<file path="src/rtl/dmem_arb_pkg.sv">
// dmem_arbiter shared types: port ids, default sizes, response tag.
// Optional DMEM_ARB_STATS_EN build adds conflict/force counters to the top.
package dmem_arb_pkg;

  localparam int ADDR_W_DEF     = 11;
  localparam int STARVE_MAX_DEF = 4;
  localparam int CNT_W_DEF      = 3;

  localparam logic PORT_PIPE = 1'b0;
  localparam logic PORT_AUX  = 1'b1;

  typedef struct packed {
    logic valid;
    logic port;
  } resp_tag_t;

endpackage

</file>
<file path="src/rtl/dmem_arbiter_if.sv">
// Requester and dmem bundle for dmem_arbiter.
// slave = arbiter side, master = requesters plus memory side.
interface dmem_arbiter_if #(
  parameter int ADDR_W = 11
) ();

  logic              p0_req;
  logic              p0_we;
  logic              p0_kill;
  logic [31:0]       p0_addr;
  logic [31:0]       p0_wdata;
  logic              p0_gnt;
  logic              p0_rvalid;
  logic [31:0]       p0_rdata;

  logic              p1_req;
  logic              p1_we;
  logic [31:0]       p1_addr;
  logic [31:0]       p1_wdata;
  logic              p1_gnt;
  logic              p1_rvalid;
  logic [31:0]       p1_rdata;

  logic              mem_en;
  logic              mem_we;
  logic [ADDR_W-1:0] mem_addr;
  logic [31:0]       mem_wdata;
  logic [31:0]       mem_rdata;

  modport slave (
    input  p0_req, p0_we, p0_kill,
    input  p0_addr, p0_wdata,
    output p0_gnt, p0_rvalid, p0_rdata,
    input  p1_req, p1_we,
    input  p1_addr, p1_wdata,
    output p1_gnt, p1_rvalid, p1_rdata,
    output mem_en, mem_we,
    output mem_addr, mem_wdata,
    input  mem_rdata
  );

  modport master (
    output p0_req, p0_we, p0_kill,
    output p0_addr, p0_wdata,
    input  p0_gnt, p0_rvalid, p0_rdata,
    output p1_req, p1_we,
    output p1_addr, p1_wdata,
    input  p1_gnt, p1_rvalid, p1_rdata,
    input  mem_en, mem_we,
    input  mem_addr, mem_wdata,
    output mem_rdata
  );

endinterface

</file>
<file path="src/rtl/dmem_arb_starve_ctr.sv">
// Saturating counter of consecutive denied aux-port request cycles.
// full flags that the aux port must win the next conflict.
module dmem_arb_starve_ctr #(
  parameter int CNT_W = 3,
  parameter int MAX   = 4
) (
  input  logic             clk,
  input  logic             rst,
  input  logic             clr,
  input  logic             inc,
  output logic [CNT_W-1:0] cnt,
  output logic             full
);

  logic [CNT_W-1:0] cnt_q;
  logic [CNT_W-1:0] cnt_d;

  assign full = (cnt_q == CNT_W'(MAX));
  assign cnt  = cnt_q;

  always_comb begin
    cnt_d = cnt_q;
    if (clr) begin
      cnt_d = '0;
    end else if (inc && !full) begin
      cnt_d = cnt_q + 1'b1;
    end
  end

  always_ff @(posedge clk) begin
    if (rst) begin
      cnt_q <= '0;
    end else begin
      cnt_q <= cnt_d;
    end
  end

endmodule

</file>
<file path="src/rtl/dmem_arbiter.sv">
// Two-port dmem arbiter: pipeline port has priority, aux port has a
// starvation guard. DMEM_ARB_STATS_EN adds stat_conflict/stat_force.
module dmem_arbiter
  import dmem_arb_pkg::*;
#(
  parameter int ADDR_W     = ADDR_W_DEF,
  parameter int STARVE_MAX = STARVE_MAX_DEF,
  parameter int CNT_W      = CNT_W_DEF
) (
  input  logic           clk,
  input  logic           rst,
  dmem_arbiter_if.slave  bus
`ifdef DMEM_ARB_STATS_EN
  ,
  output logic [31:0]    stat_conflict,
  output logic [31:0]    stat_force
`endif
);

  logic             p0_win;
  logic             p1_win;
  logic             any_win;
  logic             kill_wr;
  logic             sel_we;
  logic [31:0]      sel_addr;
  logic [31:0]      sel_wdata;
  logic             starve_full;
  logic             starve_clr;
  logic [CNT_W-1:0] starve_cnt;
  logic             unused_ok;
  resp_tag_t        resp_q;
  resp_tag_t        resp_d;

  dmem_arb_starve_ctr #(
    .CNT_W (CNT_W),
    .MAX   (STARVE_MAX)
  ) u_starve (
    .clk  (clk),
    .rst  (rst),
    .clr  (starve_clr),
    .inc  (~starve_clr),
    .cnt  (starve_cnt),
    .full (starve_full)
  );

  always_comb begin
    p1_win     = bus.p1_req & (~bus.p0_req | starve_full);
    p0_win     = bus.p0_req & ~p1_win;
    any_win    = p0_win | p1_win;
    starve_clr = ~bus.p1_req | p1_win;
    sel_we     = p1_win ? bus.p1_we    : bus.p0_we;
    sel_addr   = p1_win ? bus.p1_addr  : bus.p0_addr;
    sel_wdata  = p1_win ? bus.p1_wdata : bus.p0_wdata;
    // a killed store still takes its slot so the pipeline can advance
    kill_wr    = p0_win & bus.p0_we & bus.p0_kill;
  end

  assign bus.p0_gnt    = p0_win;
  assign bus.p1_gnt    = p1_win;
  assign bus.mem_en    = any_win & ~kill_wr;
  assign bus.mem_we    = any_win & ~kill_wr & sel_we;
  assign bus.mem_addr  = sel_addr[ADDR_W+1:2];
  assign bus.mem_wdata = sel_wdata;

  assign unused_ok = ^{sel_addr[31:ADDR_W+2], sel_addr[1:0], starve_cnt};

  always_comb begin
    resp_d       = '0;
    resp_d.valid = any_win & ~sel_we;
    resp_d.port  = p1_win ? PORT_AUX : PORT_PIPE;
  end

  always_ff @(posedge clk) begin
    if (rst) begin
      resp_q <= '0;
    end else begin
      resp_q <= resp_d;
    end
  end

  assign bus.p0_rvalid = resp_q.valid & (resp_q.port == PORT_PIPE);
  assign bus.p1_rvalid = resp_q.valid & (resp_q.port == PORT_AUX);
  assign bus.p0_rdata  = bus.mem_rdata;
  assign bus.p1_rdata  = bus.mem_rdata;

`ifdef DMEM_ARB_STATS_EN
  logic [31:0] conflict_q;
  logic [31:0] conflict_d;
  logic [31:0] force_q;
  logic [31:0] force_d;

  always_comb begin
    conflict_d = conflict_q;
    force_d    = force_q;
    if (bus.p0_req && bus.p1_req) begin
      conflict_d = conflict_q + 32'd1;
    end
    if (bus.p0_req && p1_win) begin
      force_d = force_q + 32'd1;
    end
  end

  always_ff @(posedge clk) begin
    if (rst) begin
      conflict_q <= '0;
      force_q    <= '0;
    end else begin
      conflict_q <= conflict_d;
      force_q    <= force_d;
    end
  end

  assign stat_conflict = conflict_q;
  assign stat_force    = force_q;
`endif

endmodule

</file>
<file path="src/flat_wrapper.sv">
// flat-port wrapper written by rule: the top's interface ports become plain ports
module dmem_arbiter_flat import dmem_arb_pkg::*;
#(
  parameter int ADDR_W     = ADDR_W_DEF,
  parameter int STARVE_MAX = STARVE_MAX_DEF,
  parameter int CNT_W      = CNT_W_DEF
)
  (clk, rst, bus_p0_req, bus_p0_we, bus_p0_kill, bus_p0_addr, bus_p0_wdata, bus_p0_gnt, bus_p0_rvalid, bus_p0_rdata, bus_p1_req, bus_p1_we, bus_p1_addr, bus_p1_wdata, bus_p1_gnt, bus_p1_rvalid, bus_p1_rdata, bus_mem_en, bus_mem_we, bus_mem_addr, bus_mem_wdata, bus_mem_rdata);
  dmem_arbiter_if #(.ADDR_W(ADDR_W)) bus_i ();
  input  logic clk;
  input  logic rst;
  input wire logic [$bits(bus_i.p0_req)-1:0] bus_p0_req;
  input wire logic [$bits(bus_i.p0_we)-1:0] bus_p0_we;
  input wire logic [$bits(bus_i.p0_kill)-1:0] bus_p0_kill;
  input wire logic [$bits(bus_i.p0_addr)-1:0] bus_p0_addr;
  input wire logic [$bits(bus_i.p0_wdata)-1:0] bus_p0_wdata;
  output wire logic [$bits(bus_i.p0_gnt)-1:0] bus_p0_gnt;
  output wire logic [$bits(bus_i.p0_rvalid)-1:0] bus_p0_rvalid;
  output wire logic [$bits(bus_i.p0_rdata)-1:0] bus_p0_rdata;
  input wire logic [$bits(bus_i.p1_req)-1:0] bus_p1_req;
  input wire logic [$bits(bus_i.p1_we)-1:0] bus_p1_we;
  input wire logic [$bits(bus_i.p1_addr)-1:0] bus_p1_addr;
  input wire logic [$bits(bus_i.p1_wdata)-1:0] bus_p1_wdata;
  output wire logic [$bits(bus_i.p1_gnt)-1:0] bus_p1_gnt;
  output wire logic [$bits(bus_i.p1_rvalid)-1:0] bus_p1_rvalid;
  output wire logic [$bits(bus_i.p1_rdata)-1:0] bus_p1_rdata;
  output wire logic [$bits(bus_i.mem_en)-1:0] bus_mem_en;
  output wire logic [$bits(bus_i.mem_we)-1:0] bus_mem_we;
  output wire logic [$bits(bus_i.mem_addr)-1:0] bus_mem_addr;
  output wire logic [$bits(bus_i.mem_wdata)-1:0] bus_mem_wdata;
  input wire logic [$bits(bus_i.mem_rdata)-1:0] bus_mem_rdata;
  assign bus_i.p0_req = bus_p0_req;
  assign bus_i.p0_we = bus_p0_we;
  assign bus_i.p0_kill = bus_p0_kill;
  assign bus_i.p0_addr = bus_p0_addr;
  assign bus_i.p0_wdata = bus_p0_wdata;
  assign bus_p0_gnt = bus_i.p0_gnt;
  assign bus_p0_rvalid = bus_i.p0_rvalid;
  assign bus_p0_rdata = bus_i.p0_rdata;
  assign bus_i.p1_req = bus_p1_req;
  assign bus_i.p1_we = bus_p1_we;
  assign bus_i.p1_addr = bus_p1_addr;
  assign bus_i.p1_wdata = bus_p1_wdata;
  assign bus_p1_gnt = bus_i.p1_gnt;
  assign bus_p1_rvalid = bus_i.p1_rvalid;
  assign bus_p1_rdata = bus_i.p1_rdata;
  assign bus_mem_en = bus_i.mem_en;
  assign bus_mem_we = bus_i.mem_we;
  assign bus_mem_addr = bus_i.mem_addr;
  assign bus_mem_wdata = bus_i.mem_wdata;
  assign bus_i.mem_rdata = bus_mem_rdata;
  dmem_arbiter #(.ADDR_W(ADDR_W), .STARVE_MAX(STARVE_MAX), .CNT_W(CNT_W)) u_core (.clk(clk), .rst(rst), .bus(bus_i));
endmodule
</file>
<file path="config.mk">
export PLATFORM = sky130hd
export DESIGN_NAME = dmem_arbiter_flat
export DESIGN_NICKNAME = d
export VERILOG_FILES = /design/src/rtl/dmem_arb_pkg.sv /design/src/rtl/dmem_arbiter_if.sv /design/src/rtl/dmem_arb_starve_ctr.sv /design/src/rtl/dmem_arbiter.sv /design/src/flat_wrapper.sv
export SDC_FILE = /design/constraint.sdc
export NUM_CORES = 1
export LEC_CHECK = 0
export ABC_CLOCK_PERIOD_IN_PS = 2700
export CELL_PAD_IN_SITES_DETAIL_PLACEMENT = 1
export CELL_PAD_IN_SITES_GLOBAL_PLACEMENT = 2
export CORE_AREA = 2 2 117 119
export CTS_BUF_LIST = sky130_fd_sc_hd__clkbuf_8
export DETAILED_ROUTE_END_ITERATION = 12
export DIE_AREA = 0 0 119 121
export GPL_TIMING_DRIVEN = 0
export PLACE_DENSITY_LB_ADDON = 0.12
export SLEW_MARGIN = 20
export SYNTH_ARGS = -nofsm -noshare
export SYNTH_HDL_FRONTEND = slang
export SYNTH_SLANG_ARGS = --single-unit
export TNS_END_PERCENT = 20
</file>
<file path="constraint.sdc">
create_clock -name clk -period 2.7 [get_ports clk]
set_clock_uncertainty 0.2 [all_clocks]
set_input_delay 0.54 -clock clk [delete_from_list [all_inputs] [get_ports clk]]
set_output_delay 0.54 -clock clk [all_outputs]
set_load 0.03 [all_outputs]
</file>
## Word-level counts from Yosys, hierarchy flattened

Cells that the tools add are included.

- Register bits after elaboration: 5
- Latch bits: 0
- Bits in writable memories: 0
- ROM bits: 0
- Input port bits: 167
- Output and inout bits: 113
- Word-level logic and storage cells: 31
- Memories: 0

- $add $sub $neg: 1
- Multiply operators: 0
- Div/mod/pow operators: 0
- Magnitude comparators: 0
- Equality and inequality tests: 1
- Shift-type cells: 0
- Multiplexer cells: 4
- Bitwise operators: 19
- Reductions and logical operators: 3

Operator list:

| cell | count |
|---|---|
| $mux 32 | 1 |
| $mux 13 | 1 |
| $and 1x1->1 | 9 |
| $not 1->1 | 7 |
| $add 3x1->3 const B | 1 |
| $eq 3x3->1 const B | 1 |
| $or 1x1->1 | 3 |
| $mux 1 | 2 |
| $reduce_or 2->1 | 1 |
| $logic_and 1x1->1 | 1 |
| $logic_not 1->1 | 1 |

## Longest topological paths before layout

Gate-level depths: netlist of the first run.

- Depth after elaboration: 10
- Gate-level depth with buffers: 7
- Mapped depth without buffers: 5

## Cells and area by module

A second synthesis of the first run with hierarchy kept.

- Cell total of the unflattened synthesis: 149
- Area, all modules: 1526.5 um^2

Modules (own cells, without submodules):

| module | instances | cells an instance | area each (um^2) | sequential area each (um^2) |
|---|---|---|---|---|
| dmem_arbiter | 1 | 131 | 1338.8 | 40.0 |
| dmem_arb_starve_ctr | 1 | 18 | 187.7 | 60.1 |

## Worst setup path after synthesis of the first run

No wires, ideal clock.

- Path type: reg2out
- Start point: register u_core.u_starve.cnt_q[0], in the netlist u_core.u_starve.cnt[0]
- End point: output port bus_mem_addr[2]
- Arrival: 1.435 ns
- Required time: 1.960 ns
- Setup slack: 0.525 ns
- Stages on the path, launching flop included: 8
- Path buffers: 2
- Cell sequence: dfxtp_1 > inv_1 > ha_1 > nand2_1 > a21bo_2 > buf_6 > buf_6 > mux2_4

- Cells in the longest elaborated chain, start to end: 4

Ends and longest elaborated chain:

| what | RTL line | RTL |
|---|---|---|
| start: declaration | dmem_arb_starve_ctr.sv:15 | `logic [CNT_W-1:0] cnt_q;` |
| start signal: assignment | dmem_arb_starve_ctr.sv:34 | `cnt_q <= cnt_d;` |
| $eq 3x3->1 | dmem_arb_starve_ctr.sv:18 | `assign full = (cnt_q == CNT_W'(MAX));` |
| $or 1x1->1 | dmem_arbiter.sv:47 | `p1_win = bus.p1_req & (~bus.p0_req \| starve_full);` |
| $and 1x1->1 | dmem_arbiter.sv:47 |  |
| $mux 13 | dmem_arbiter.sv:52 | `sel_addr = p1_win ? bus.p1_addr : bus.p0_addr;` |
| end: declaration | flat_wrapper.sv:29 | `output wire logic [$bits(bus_i.mem_addr)-1:0] bus_mem_addr;` |

Every way passes these cells.

## Worst setup path after layout of the first run

Same ends and word-level chain as after synthesis.

==> reports/summary.txt, run 1 <==
layout cells sized above 1: 46.7%
post-synthesis cell type count: 18
M1 WL: 2.43 mm
Max Buffers Root-to-Sink: 2
commonest non-fill, non-tap cells in the layout: clkdlybuf4s50_1, buf_4, mux2_2
TritonCTS clock tree: built
register share of total power: 8.5%
Root Driver: clkbuf_8
WL/cell: 13.2 um
pin count of the biggest net entering global routing: 11
sequential fraction of the synthesis area: 7.77%
hold path cells: 2
vias in the first global route: 1,938
DIE HEIGHT: 121 um
commonest non-fill, non-tap cell in the layout: clkdlybuf4s50_1
die area: 0.0144 mm^2
router iterations before antenna repair: 2
clock tree sinks: 5
minimum period implied by the final worst setup slack: 2650 ps
Clock transition at path regs: 40 ps
maximum vdd ir drop: 0.0688 mV
reg2reg start: u_core.u_starve.cnt[0]
row count: 42
mapped cell area: 0.00129 mm^2
Setup Crit Path Kind: reg2out
placed inst area: 0.00356 mm^2
Synth warnings: 0
Area growth syn-to-layout: 176%
final non-filler cell total: 529
max-slew violations: 0
Vias/cell: 3.29
Max Used Layer: met4
hpwl dp: 6.40 mm
hold worst-path end: u_core.u_starve.cnt[0]
Comb pwr share: 77.0%
vias after detailed routing: 1,738
IO Count: 280
Cells after DPL: 525
net switching power: 367 uW
CTS Hold Buffers Added: 0
metal3 WL: 633 um
reg2reg end: u_core.resp_q[1]
post-detailed-route count of antenna-violating nets: 0
port bufs: 205
Tcrit/Tclk final: 98.1%
final worst slack: 52.2 ps
maximum clock frequency: 0.378 GHz
CP arrival: 1910 ps
PwrDens: 257 mW/mm^2
core area: 0.0131 mm^2
Syn Area/Cell: 8.95 um^2
Hold Slack: 313 ps
Synth Net Count: 313
GPL Wtd Cong: 0.739
hold_sp: u_core.u_starve.cnt[0]
crit-path max FO: 10
HP Class: reg2reg
slew margin rel.: 77.7%
Worst Reg2Reg Path Length in Cells: 6
Least-Margin Pin Slew: 334 ps
DRT Wirelength: 6.97 mm
Lkg Pwr: 0.00153 uW
Num CTS Buffers: 3
R2R setup slack: 970 ps
CP startpoint kind: flop
Die Wd: 119 um
#FFs+latches synth: 5
max cap viols: 0
H-tree depth: 1
RSZ-0062 raised after global routing: true
Net Sw Frac: 40.1%
DRT iter0 DRCs: 19
required time of the critical path: 1960 ps
antenna cells: 0
grt total ovfl: 0
# setup viols final: 0
filler cell count: 1,508
first-pass GRT wire length: 10.3 mm
initial core utilization: 9.85%
fraction of power consumed by the clock network: 14.5%
worst skew pair latency: 220 ps
drt drc: 0
routed length on met2: 3.90 mm
count of final hold-check violations: 0
status: finished clean
pre-CTS setup slack: -734 ps
GRT Overall Usage: 9.08%
Setup crit end kind: output pin
final net count: 523
post-route cell area: 0.00356 mm^2
cell count after synthesis: 144
Internal Power: 549 uW
initial antenna violation count: 0
utilization after layout: 27.2%
-- power by group through the flow --
stage                     clock network (uW)  logic [uW]  registers [uW]
after floorplan                            0         384            78.6
after global placement                     0         739            78.7
after detailed placement                   0         739            78.8
after CTS                                141         721            77.7
after global routing                     146         740            78.1
final                                    133         705            77.7
-- through the flow --
step	setup TNS, ps	power, uW
3_5_place_dp	-31270	818
3_3_place_gp	-31400	818
6_report	0	916
5_1_grt	-1620	964
2_1_floorplan	0	463
4_1_cts	-15.5	939
-- layer usage --
metal	GRT usage (%)	vias to the layer above
li1	-	832
met5	0	-
met2	18.3	108
met3	3.29	2
met4	0.670	0
met1	9.18	796
-- timing repair --
| item | CTS | global route |
|---|---|---|
| pin swaps | 1 | 0 |
| endpoints found under the setup margin | 47 | 38 |
| buffers inserted | 0 | 0 |
| gates resized for setup | 178 | 16 |
-- cell type report --
cell class                      instances  area [um^2]  area share [%]
Sequential cell                         5          100            2.81
Tap cell                              176          220            6.18
Buffer                                 69          544            15.3
Multi-Input combinational cell         66          664            18.7
Clock inverter                          1         3.75           0.105
Clock buffer                            3         41.3            1.16
Inverter                                4         15.0           0.421
Timing Repair Buffer                  205         1970            55.4
-- cells in the mapped netlist, drive strengths merged --
cell | n | area [um^2]
a2111oi | 1 | 15.0
a21bo | 1 | 10.0
a21oi | 2 | 10.0
a41o | 1 | 10.0
and2 | 4 | 25.0
buf | 69 | 518
dfxtp | 5 | 100
ha | 2 | 25.0
inv | 4 | 15.0
mux2 | 43 | 503
mux2i | 1 | 10.0
nand2 | 5 | 18.8
nand3b | 1 | 7.51
nor2 | 4 | 15.0
nor2b | 1 | 6.26
-- flip-flops by register name (all words and copies together), names as in the netlist --
name                 flops
u_core.resp_q            2
u_core.u_starve.cnt      3
-- logic make-up after synthesis --
group	Yosys count	share of synthesized area [%]
buffers and inverters	73	41.4
muxes	44	39.8
and+or+nand+nor	15	5.63
AOI/OAI and AO/OA	5	3.49
DFF	5	7.77
adders and majority gates	2	1.94
-- worst max-delay path by stage --
stage,cells after the start,endpoint,slack [ps],startpoint
3_3_place_gp,5,bus_mem_wdata[19],-740,bus_p0_req
2_1_floorplan,7,bus_mem_addr[2],530,u_core.u_starve.cnt[0]
3_5_place_dp,5,bus_mem_wdata[19],-730,bus_p0_req
4_1_cts,7,bus_mem_wdata[19],-10,u_core.u_starve.cnt[0]
5_1_grt,8,bus_mem_addr[2],-60,u_core.u_starve.cnt[0]
6_report,8,bus_mem_addr[2],50,u_core.u_starve.cnt[0]
-- critical path, cell delays in order, from the launching register on --
cell     delay (ps)
dfxtp_1         300
inv_1            70
ha_1            210
nand2_2          80
a21bo_4         250
buf_8           150
buf_8           150
mux2_4          290
buf_2           180
Note: power is estimated with default switching activity, not from simulation.
==> run 2: changes to the inputs <==
- CELL_PAD_IN_SITES_DETAIL_PLACEMENT: 1 -> unset
- CELL_PAD_IN_SITES_GLOBAL_PLACEMENT: 2 -> unset
- CORE_AREA: 2 2 117 119 -> 2 2 108 110
- DIE_AREA: 0 0 119 121 -> 0 0 110 112
==> run 2 against run 1 <==
Global-route usage shrank 0.46 points; die area shrank 14%; first-iteration DRC count is 16% higher; sequential share of layout area is essentially flat; non-clock buffer count unchanged; cell count is 6.2% lower; flip-flop and latch count unchanged; core utilization up 4.6 points; wire length is 17% lower; sequential power barely moved; critical endpoint is now bus_mem_addr[6]; largest power group unchanged.
==> reports/summary.txt, run 2 (synthesized netlist as in run 1, its figures left out) <==
status: finished clean (unchanged)
initial antenna violation count: 0 (unchanged)
Area growth syn-to-layout: 176% (about the same)
antenna cells: 0 (unchanged)
WL/cell: 11.7 um (was 13.2 um)
required time of the critical path: 1960 ps (about the same)
Lkg Pwr: 0.00153 uW (about the same)
Cells after DPL: 492 (was 525)
Clock transition at path regs: 30 ps (was 40 ps)
filler cell count: 1,164 (was 1,508)
RSZ-0062 raised after global routing: true (unchanged)
core area: 0.0112 mm^2 (was 0.0131 mm^2)
commonest non-fill, non-tap cell in the layout: clkdlybuf4s50_1 (unchanged)
Least-Margin Pin Slew: 318 ps (was 334 ps)
Setup Crit Path Kind: in2out (was reg2out)
router iterations before antenna repair: 3 (was 2)
count of final hold-check violations: 0 (unchanged)
Max Buffers Root-to-Sink: 2 (unchanged)
Max stage delay on crit path: 310 ps (was 300 ps)
H-tree depth: 1 (unchanged)
clock tree sinks: 5 (unchanged)
port bufs: 205 (unchanged)
post-CTS setup buffers: 0 (unchanged)
GPL Wtd Cong: 0.711 (was 0.739)
worst skew pair latency: 220 ps (about the same)
TritonCTS clock tree: built (unchanged)
vias in the first global route: 1,755 (was 1,938)
DRT Wirelength: 5.81 mm (was 6.97 mm)
layout cells sized above 1: 46.5% (was 46.7%)
GRT Overall Usage: 8.62% (was 9.08%)
Num CTS Buffers: 3 (unchanged)
Setup crit end kind: output pin (unchanged)
DIE HEIGHT: 112 um (was 121 um)
hpwl dp: 5.28 mm (was 6.40 mm)
Max Used Layer: met3 (was met4)
Critical Path, Cell by Cell: dlygate4sd2_1 > a21bo_4 > buf_8 > buf_8 > mux2_4 > buf_2 (was inv_1 > ha_1 > nand2_2 > a21bo_4 > buf_8 > buf_8 > mux2_4 > buf_2)
post-detailed-route count of antenna-violating nets: 0 (unchanged)
post-layout power: 912 uW (was 916 uW)
post-route cell area: 0.00355 mm^2 (was 0.00356 mm^2)
max cap viols: 0 (unchanged)
placed inst area: 0.00352 mm^2 (was 0.00356 mm^2)
IO Count: 280 (unchanged)
vias after detailed routing: 1,699 (was 1,738)
crit-path leading delay family: buffers and inverters (unchanged)
maximum clock frequency: 0.377 GHz (was 0.378 GHz)
max-slew violations: 0 (unchanged)
routed length on met2: 3.35 mm (was 3.90 mm)
PwrDens: 257 mW/mm^2 (about the same)
drt drc: 0 (unchanged)
pin count of the biggest net entering global routing: 11 (unchanged)
pre-CTS setup slack: -710 ps (was -734 ps)
Vias/cell: 3.43 (was 3.29)
minimum period implied by the final worst setup slack: 2650 ps (about the same)
Worst Path Buf+Inv: 4 (unchanged)
maximum vdd ir drop: 0.185 mV (was 0.0688 mV)
DRT iter0 DRCs: 22 (was 19)
# setup viols final: 0 (unchanged)
Root Driver: clkbuf_8 (unchanged)
CP startpoint kind: primary input (was flop)
Tcrit/Tclk final: 98.3% (was 98.1%)
initial core utilization: 11.5% (was 9.85%)
CP arrival: 1910 ps (about the same)
Slowest cell on crit path: dlygate4sd2_1 (was dfxtp_1)
metal3 WL: 647 um (was 633 um)
HP Class: reg2reg (unchanged)
final net count: 523 (unchanged)
row count: 39 (was 42)
commonest non-fill, non-tap cells in the layout: clkdlybuf4s50_1, buf_4, mux2_2 (unchanged)
final worst slack: 46.8 ps (was 52.2 ps)
slew margin rel.: 78.7% (was 77.7%)
final non-filler cell total: 496 (was 529)
grt total ovfl: 0 (unchanged)
max reg flops: 3 (unchanged)
die area: 0.0123 mm^2 (was 0.0144 mm^2)
crit-path max FO: 10 (unchanged)
Die Wd: 110 um (was 119 um)
most frequent CP cell: buf_8 (unchanged)
first-pass GRT wire length: 8.45 mm (was 10.3 mm)
M1 WL: 1.81 mm (was 2.43 mm)
-- run 2: cell types whose count changed in the layout (fill, tap and decap cells not counted), sizes merged --
cell,before,now
buf,89,84
clkbuf,5,4
clkdlybuf4s15,25,31
-- run 2: path summary, 6_finish.rpt --
check | start | to | slack, ps | cells past startpoint
min | u_core.u_starve.cnt[0] | u_core.u_starve.cnt[0] | 330 | 2
max | bus_p0_req | bus_mem_addr[6] | 50 | 6
max reg2reg | u_core.u_starve.cnt[0] | u_core.resp_q[1] | 970 | 6
min reg2reg | u_core.u_starve.cnt[0] | u_core.u_starve.cnt[0] | 330 | 2
-- run 2: tightest hold or removal path: stages (launching register included) --
cell and delay [ps]:
dfxtp_1 300, inv_1 80, and2_1 120
-- run 2: layer usage --
layer	track usage, %	vias up
met1	8.61	764
met3	3.22	0
met2	17.3	102
met5	0	-
li1	-	833
met4	0.253	0
-- run 2: per-stage QoR --
stage / setup TNS, ps / utilization [%] / hold slack, ps
final: 0 / 31.8 / 331
after floorplan: 0 / - / 279
after CTS: -450 / 32.2 / 323
after detailed placement: -30870 / 31.5 / 311
after global routing: -1300 / 31.8 / 364
after global placement: -31050 / 31.5 / 293
-- run 2: layout make-up --
type	count	area, um^2	area share [%]
well taps	143	179	5.03
inverters	4	15.0	0.422
repair buffers	205	2010	56.5
clock buffers	3	41.3	1.16
clock inverters	1	3.75	0.106
multi-input cells	66	664	18.7
flip-flops and latches	5	100	2.82
plain buffers	69	544	15.3
-- run 2: where the power goes --
part           switching [uW]  internal (uW)  total [uW]
Sequential              0.932           76.7        77.7
Clock                    36.8           97.5         134
Combinational             322            378         700
Total                     360            552         912
-- run 2: what timing repair did --
action / in CTS / in global routing
hold buffers: 0 / 0
endpoints found under the hold margin: 0 / 0
resized for setup: 157 / 25
endpoints found under the setup margin: 47 / 47
pin swaps: 0 / 1
